**src/rtl/dpe_if_skid_fifo.sv**
```systemverilog
// Circular-buffer skid FIFO for an AXI-Stream hop; first word falls through.
// Optional packet counter on pkt_cnt is enabled by defining DPE_IF_SKID_FIFO_STATS_EN.
module dpe_if_skid_fifo #(
  parameter int unsigned DATA_WIDTH = 128,
  parameter int unsigned USER_WIDTH = 8,
  parameter int unsigned ID_WIDTH   = 8,
  parameter int unsigned DEPTH      = 4
) (
  input  logic                          clk,
  input  logic                          rst,

  input  logic                          s_axis_tvalid,
  output logic                          s_axis_tready,
  input  logic [DATA_WIDTH-1:0]         s_axis_tdata,
  input  logic [DATA_WIDTH/8-1:0]       s_axis_tkeep,
  input  logic                          s_axis_tlast,
  input  logic [USER_WIDTH-1:0]         s_axis_tuser,
  input  logic [ID_WIDTH-1:0]           s_axis_tid,

  output logic                          m_axis_tvalid,
  input  logic                          m_axis_tready,
  output logic [DATA_WIDTH-1:0]         m_axis_tdata,
  output logic [DATA_WIDTH/8-1:0]       m_axis_tkeep,
  output logic                          m_axis_tlast,
  output logic [USER_WIDTH-1:0]         m_axis_tuser,
  output logic [ID_WIDTH-1:0]           m_axis_tid,

  output logic [$clog2(DEPTH):0]        level,
  output logic [31:0]                   pkt_cnt
);

  localparam int unsigned AW = $clog2(DEPTH);
  localparam int unsigned KW = DATA_WIDTH / 8;
  localparam int unsigned PW = DATA_WIDTH + KW + 1 + USER_WIDTH + ID_WIDTH;
  localparam logic [AW:0] PtrOne = 1;

  logic [PW-1:0] mem [DEPTH];

  logic [AW:0] wp_q, wp_d;
  logic [AW:0] rp_q, rp_d;
  logic [AW:0] level_q, level_d;
  logic        full, empty, push, pop;

  // MSB is the wrap flag: equal low bits with differing wrap means full.
  assign full  = (wp_q[AW] != rp_q[AW]) && (wp_q[AW-1:0] == rp_q[AW-1:0]);
  assign empty = (wp_q == rp_q);

  assign s_axis_tready = !full;
  assign m_axis_tvalid = !empty;

  assign push = s_axis_tvalid && !full;
  assign pop  = m_axis_tready && !empty;

  always_comb begin
    wp_d    = wp_q;
    rp_d    = rp_q;
    level_d = level_q;
    if (push) wp_d = wp_q + PtrOne;
    if (pop)  rp_d = rp_q + PtrOne;
    if (push && !pop) begin
      level_d = level_q + PtrOne;
    end else if (!push && pop) begin
      level_d = level_q - PtrOne;
    end
  end

  always_ff @(posedge clk or negedge rst) begin
    if (!rst) begin
      wp_q    <= '0;
      rp_q    <= '0;
      level_q <= '0;
    end else begin
      wp_q    <= wp_d;
      rp_q    <= rp_d;
      level_q <= level_d;
    end
  end

  // Storage is deliberately not reset; payload is only meaningful while tvalid is high.
  always_ff @(posedge clk) begin
    if (push) begin
      mem[wp_q[AW-1:0]] <= {s_axis_tdata, s_axis_tkeep, s_axis_tlast, s_axis_tuser, s_axis_tid};
    end
  end

  assign {m_axis_tdata, m_axis_tkeep, m_axis_tlast, m_axis_tuser, m_axis_tid} = mem[rp_q[AW-1:0]];
  assign level = level_q;

`ifdef DPE_IF_SKID_FIFO_STATS_EN
  logic [31:0] pkt_cnt_q;

  always_ff @(posedge clk or negedge rst) begin
    if (!rst) begin
      pkt_cnt_q <= '0;
    end else if (push && s_axis_tlast) begin
      pkt_cnt_q <= pkt_cnt_q + 32'd1;
    end
  end

  assign pkt_cnt = pkt_cnt_q;
`else
  assign pkt_cnt = 32'd0;
`endif

endmodule

```
**config.mk**
```make
export PLATFORM = sky130hd
export DESIGN_NAME = dpe_if_skid_fifo
export DESIGN_NICKNAME = d
export VERILOG_FILES = /design/src/rtl/dpe_if_skid_fifo.sv
export SDC_FILE = /design/constraint.sdc
export NUM_CORES = 1
export LEC_CHECK = 0
export ABC_AREA = 1
export BUFFER_PORTS_ARGS = -buffer_cell sky130_fd_sc_hd__buf_2
export CAP_MARGIN = 10
export CORE_MARGIN = 8
export CORE_UTILIZATION = 40
export DETAILED_ROUTE_END_ITERATION = 8
export PLACE_DENSITY = 0.59
export SYNTH_ARGS = -nofsm -noshare
export SYNTH_HDL_FRONTEND = slang
export SYNTH_SLANG_ARGS = --single-unit
```
**constraint.sdc**
```tcl
create_clock -name clk -period 11.3 [get_ports clk]
set_clock_uncertainty 0.1 [all_clocks]
set_input_delay 3.39 -clock clk [delete_from_list [all_inputs] [get_ports clk]]
set_output_delay 3.39 -clock clk [all_outputs]
set_load 0.05 [all_outputs]
```
Yosys cells after proc, flatten, opt, wreduce, memory -nomap -nowiden
Memory sizes are Yosys's and may differ from the RTL's.
Cells that the tools add are included.
{ "totals": {"register_bits": 9, "latchBits": 0, "ram_bits": 644, "romBits": 0, "inputBits": 165, "output_inout_bits": 198, "wordCells": 25, "n_memories": 1} }
{ "memory_table": {"columns": ["name", "depth", "word_bits", "read_ports", "rd_ports_with_merged_regs", "wr", "line_no", "source"], "rows": [
  ["mem", 4, 161, 1, 0, 1, "37", "logic [PW-1:0] mem [DEPTH];"]
]} }
{ "classes": {"n_addsub": 4, "mul": 0, "div_mod_pow": 0, "order_cmp": 0, "eq_ne": 3, "n_shift": 0, "mux": 4, "bitwise": 0, "reduce_logical": 10} }
{ "ops": {"columns": ["op", "count"], "rows": [
  ["adder 3 x 1 -> 3 bit, second input constant", 3],
  ["two-way mux 3 bit", 2],
  ["logical AND 1 bit", 5],
  ["zero test 1 bit", 4],
  ["equality test 3 bit", 1],
  ["subtractor 3 x 1 -> 3 bit, second input constant", 1],
  ["equality test 2 bit", 1],
  ["two-way mux 1 bit", 2],
  ["nonzero test 2 bit", 1],
  ["!= test 1 bit", 1]
]} }

Longest topological paths before layout
{ "logic_depth": {"depth_word": 8, "depth_mapped": 14, "mapped_depth_nobuf": 12} }

Worst setup path before layout
Ideal clock, no wire load.
{ "synth_path": {"path_type": "input to register", "from": "in s_axis_tvalid", "to": "mem mem[0][0] in the netlist's numbering, enable pin", "setup_time_ps": 684, "arrival_time_ps": 10165, "setup_slack_ps": 351, "cell_stages": 2, "path_buffers": 0, "cell_sequence": "nand2_2 > nor2_1"} }
{ "synth_via": {"elab_chain_cells": 3} }
{ "synth_rtl": {"columns": ["item", "line_no", "source"], "rows": [
  ["start: declaration", "12", "input logic s_axis_tvalid,"],
  ["logical AND 1 bit", "51", "assign push = s_axis_tvalid && !full;"],
  ["two-way mux 1 bit", "81", "if (push) begin"],
  ["two-way mux 1 bit (implied by the code)", "82", "mem[wp_q[AW-1:0]] <= {s_axis_tdata, s_axis_tkeep, s_axis_tlast, s_axis_tuser, s_axis_tid};"],
  ["end: declaration", "37", null]
]} }
No other way between the ends.

Worst setup path in the final report
{ "layout_path": {"from": "reg rp_q[0]", "to": "out m_axis_tdata[53]"} }
{ "layout_via": {"elab_chain_cells": 1} }
{ "layout_rtl": {"columns": ["item", "line_no", "source"], "rows": [
  ["start: declaration", "40", "logic [AW:0] rp_q, rp_d;"],
  ["start signal: assignment", "74", "rp_q <= rp_d;"],
  ["memory (4 x 161 bit)", null, null],
  ["end: declaration", "22", "output logic [DATA_WIDTH-1:0] m_axis_tdata,"]
]} }
No other way between the ends.

==> results.toml <==
[outcome]
outcome = "completed"

[clocking]
cts_tree = "yes"
clk_pin_slew_worst_paths_ps = 60
root_buffer = "clkbuf_16"
cts_buffers = 69
cts_setup_buffers = 0
postCtsHoldBufs = 0
cts.repair.resized = 0
clock-sinks = 653
clock_path_buffers = 3
clk_latency_ps = 590
cts.htree.levels = 3

[worst_hold_path]
holdPathStages = 2
hold_end = "wp_q[2]"
min_from = "wp_q[2]"
hold_class = "flop to flop"

[critical_path]
crit_family = "buffers and inverters"
critPathRequiredTime_ps = 7810
crit_buf_inv = 4
startpoint_type = "flop"
cp_data_arrival_time_ps = 4340
critPathMaxFanout = 100
path_depth = 6
crit_path_end_kind = "output port"
r2r_start = "rp_q[1]"
critical_path.cell_chain = "buf_4 > buf_4 > buf_4 > o21ai_0 > o22ai_1 > buf_2"
slowest_stage = "buf_4"
r2r_cells = 9
r2r_slack_ps = 6260
path_common_cell = "buf_4"
critPathMaxStageDelay_ps = 860
timing.rr.end = "mem[2][95]"
path_class = "flop to output port"

[layout]
fin_area_sq_um = 28940
syn2layout_area_growth_pct = 17.53
n_fill_cell = 5330
multi_input_area_sq_um = 4317
nNetsFinal = 2149
drive_gt1_share_pct = 23.25
seqCellArea_sq_um = 19570

[place]
hpwl_um = 33370
placed_area_sq_um = 26760
io_buffers = 330
gp_congestion = 0.7381

[route]
wire_per_inst_um = 20.63
num_vias = 14748
routed_wl_um = 58380
drt_iter0_drc = 951
ant_nets = 0
drc_errors = 0
drtPass1Iterations = 5
avgViaCountPerCell = 5.211

[global_route]
grtUsageTotal_pct = 16.11
grt_pass1_wl_um = 88040
grt_max_degree = 216
antenna_found_initial = 20
grt_overflow = 0
first_global_vias = 14618

[sta]
rsz0062_at_grt = "no"
tightest_slew_ps = 1149
final-setup-viol-count = 0
min_period_ps = 7832
setup_tns_ps = 0
hold_viol = 0
fmax_mhz = 127.7
maxSlewViolCount = 0
timing.final.crit_share_pct = 69.31
hold_slack_ps = 430.1
relSlewSlack_pct = 23.41

[floorplanning]
io_pins = 363
core_sq_um = 61260
die_area_sq_um = 69740
die_width_um = 264.1
rows = 91
start_util_pct = 40.19
die_h_um = 264.1

[yosys]
synthTopCellsByCount = "edfxtp_1 (644), nor2_1 (316), o21ai_0 (292)"
ys_top_cells_by_area = "edfxtp_1 (79%), o21ai_0 (5.9%), nor2_1 (4.8%)"
yosys_warnings = 0
yosys.area.top_type = "edfxtp_1"
synth-main-ff-cell = "edfxtp_1"
synth-seq-cells = 653
synth.most_common_cell = "edfxtp_1"
syn_inst = 1663
synth_edf_count = 644
avgSynthCellArea_sq_um = 14.80
async_flop_share_pct = 1.378
seq_area_frac_synth_pct = 79.46
synthesis.area_sq_um = 24620
ys_types = 28
synth_top_area_share_pct = 78.55

[flow_run]
drv_cap = 0
## through the flow
stage | instances | util (%) | worst slack, ps
after detailed placement | 2696 | 43.68 | 4157
after global routing | 2824 | 47.21 | 3173
final | 2830 | 47.24 | 3468
after floorplan | 1694 | - | 351.3
after CTS | 2820 | 47.20 | 3488
after global placement | 2696 | 43.68 | 4210
## registers in the layout (all words and copies together), names as in the netlist
register,flops
mem,644
rp_q,3
level,3
wp_q,3
## layout by cell type (no fill, tap or decap), types with 2 or more instances in the layout
cell / count
bufinv_16: 4
clkbuf_1: 11
nor2_2: 9
clkbuf_16: 71
clkinvlp_4: 2
clkinv_8: 2
inv_1: 11
diode_2: 10
nand2_1: 25
o22ai_1: 161
nor2_4: 3
xor2_1: 2
buf_4: 19
buf_2: 330
edfxtp_1: 644
o21ai_0: 292
dfrtp_4: 2
inv_6: 4
clkinv_2: 16
conb_1: 32
nand2_2: 3
nor2_1: 313
clkinv_1: 14
ha_1: 6
dfrtp_1: 7
nand3_1: 6
o21ai_1: 31
## worst max-delay path by stage
stage	startpoint	endpoint	slack, ps
2_1_floorplan	s_axis_tvalid	mem[0][0]	350
3_3_place_gp	rp_q[0]	m_axis_tdata[53]	4210
3_5_place_dp	rp_q[0]	m_axis_tdata[72]	4160
4_1_cts	rp_q[0]	m_axis_tdata[72]	3490
5_1_grt	rp_q[0]	m_axis_tdata[62]	3170
6_report	rp_q[0]	m_axis_tdata[53]	3470
## final cells by class
cell class	instances	share of cell area (%)
Clock inverter	42	1.159
Inverter	14	0.2335
Timing Repair Buffer	350	6.270
Sequential cell	653	67.64
Multi-Input combinational cell	889	14.92
Tap cell	790	3.416
Clock buffer	82	6.283
Antenna cell	10	0.08648
## worst min-delay path, delay by kind of cell, from the launching register on
| family | cells | cell delay [ps] |
|---|---|---|
| flip-flops | 1 | 380 |
| AND/OR/NAND/NOR | 2 | 110 |
## per-layer routing
metal / vias up / global-route usage, % / share of wire [%]
li1: 6855 / - / -
met1: 7341 / 20.31 / 42
met2: 416 / 25.94 / 48
met3: 120 / 5.346 / 8.1
met4: 16 / 5.619 / 2.5
met5: - / 0 / 0.18
## logic make-up after synthesis
logic type               count (synthesis)  share of synthesized area [%]
flip-flops                             653                          79.46
AO/OA/AOI/OAI                          485                          10.68
AND/OR/NAND/NOR                        361                          5.738
buffers and inverters                  152                          3.568
adder cells (fa/ha/maj)                  7                         0.3862
XOR/XNOR                                 3                         0.1067
other                                    1                        0.01523
multiplexers                             1                        0.04574
Power is not shown: default switching activity piles up to over one toggle a cycle in this logic, so the estimate is an artifact.
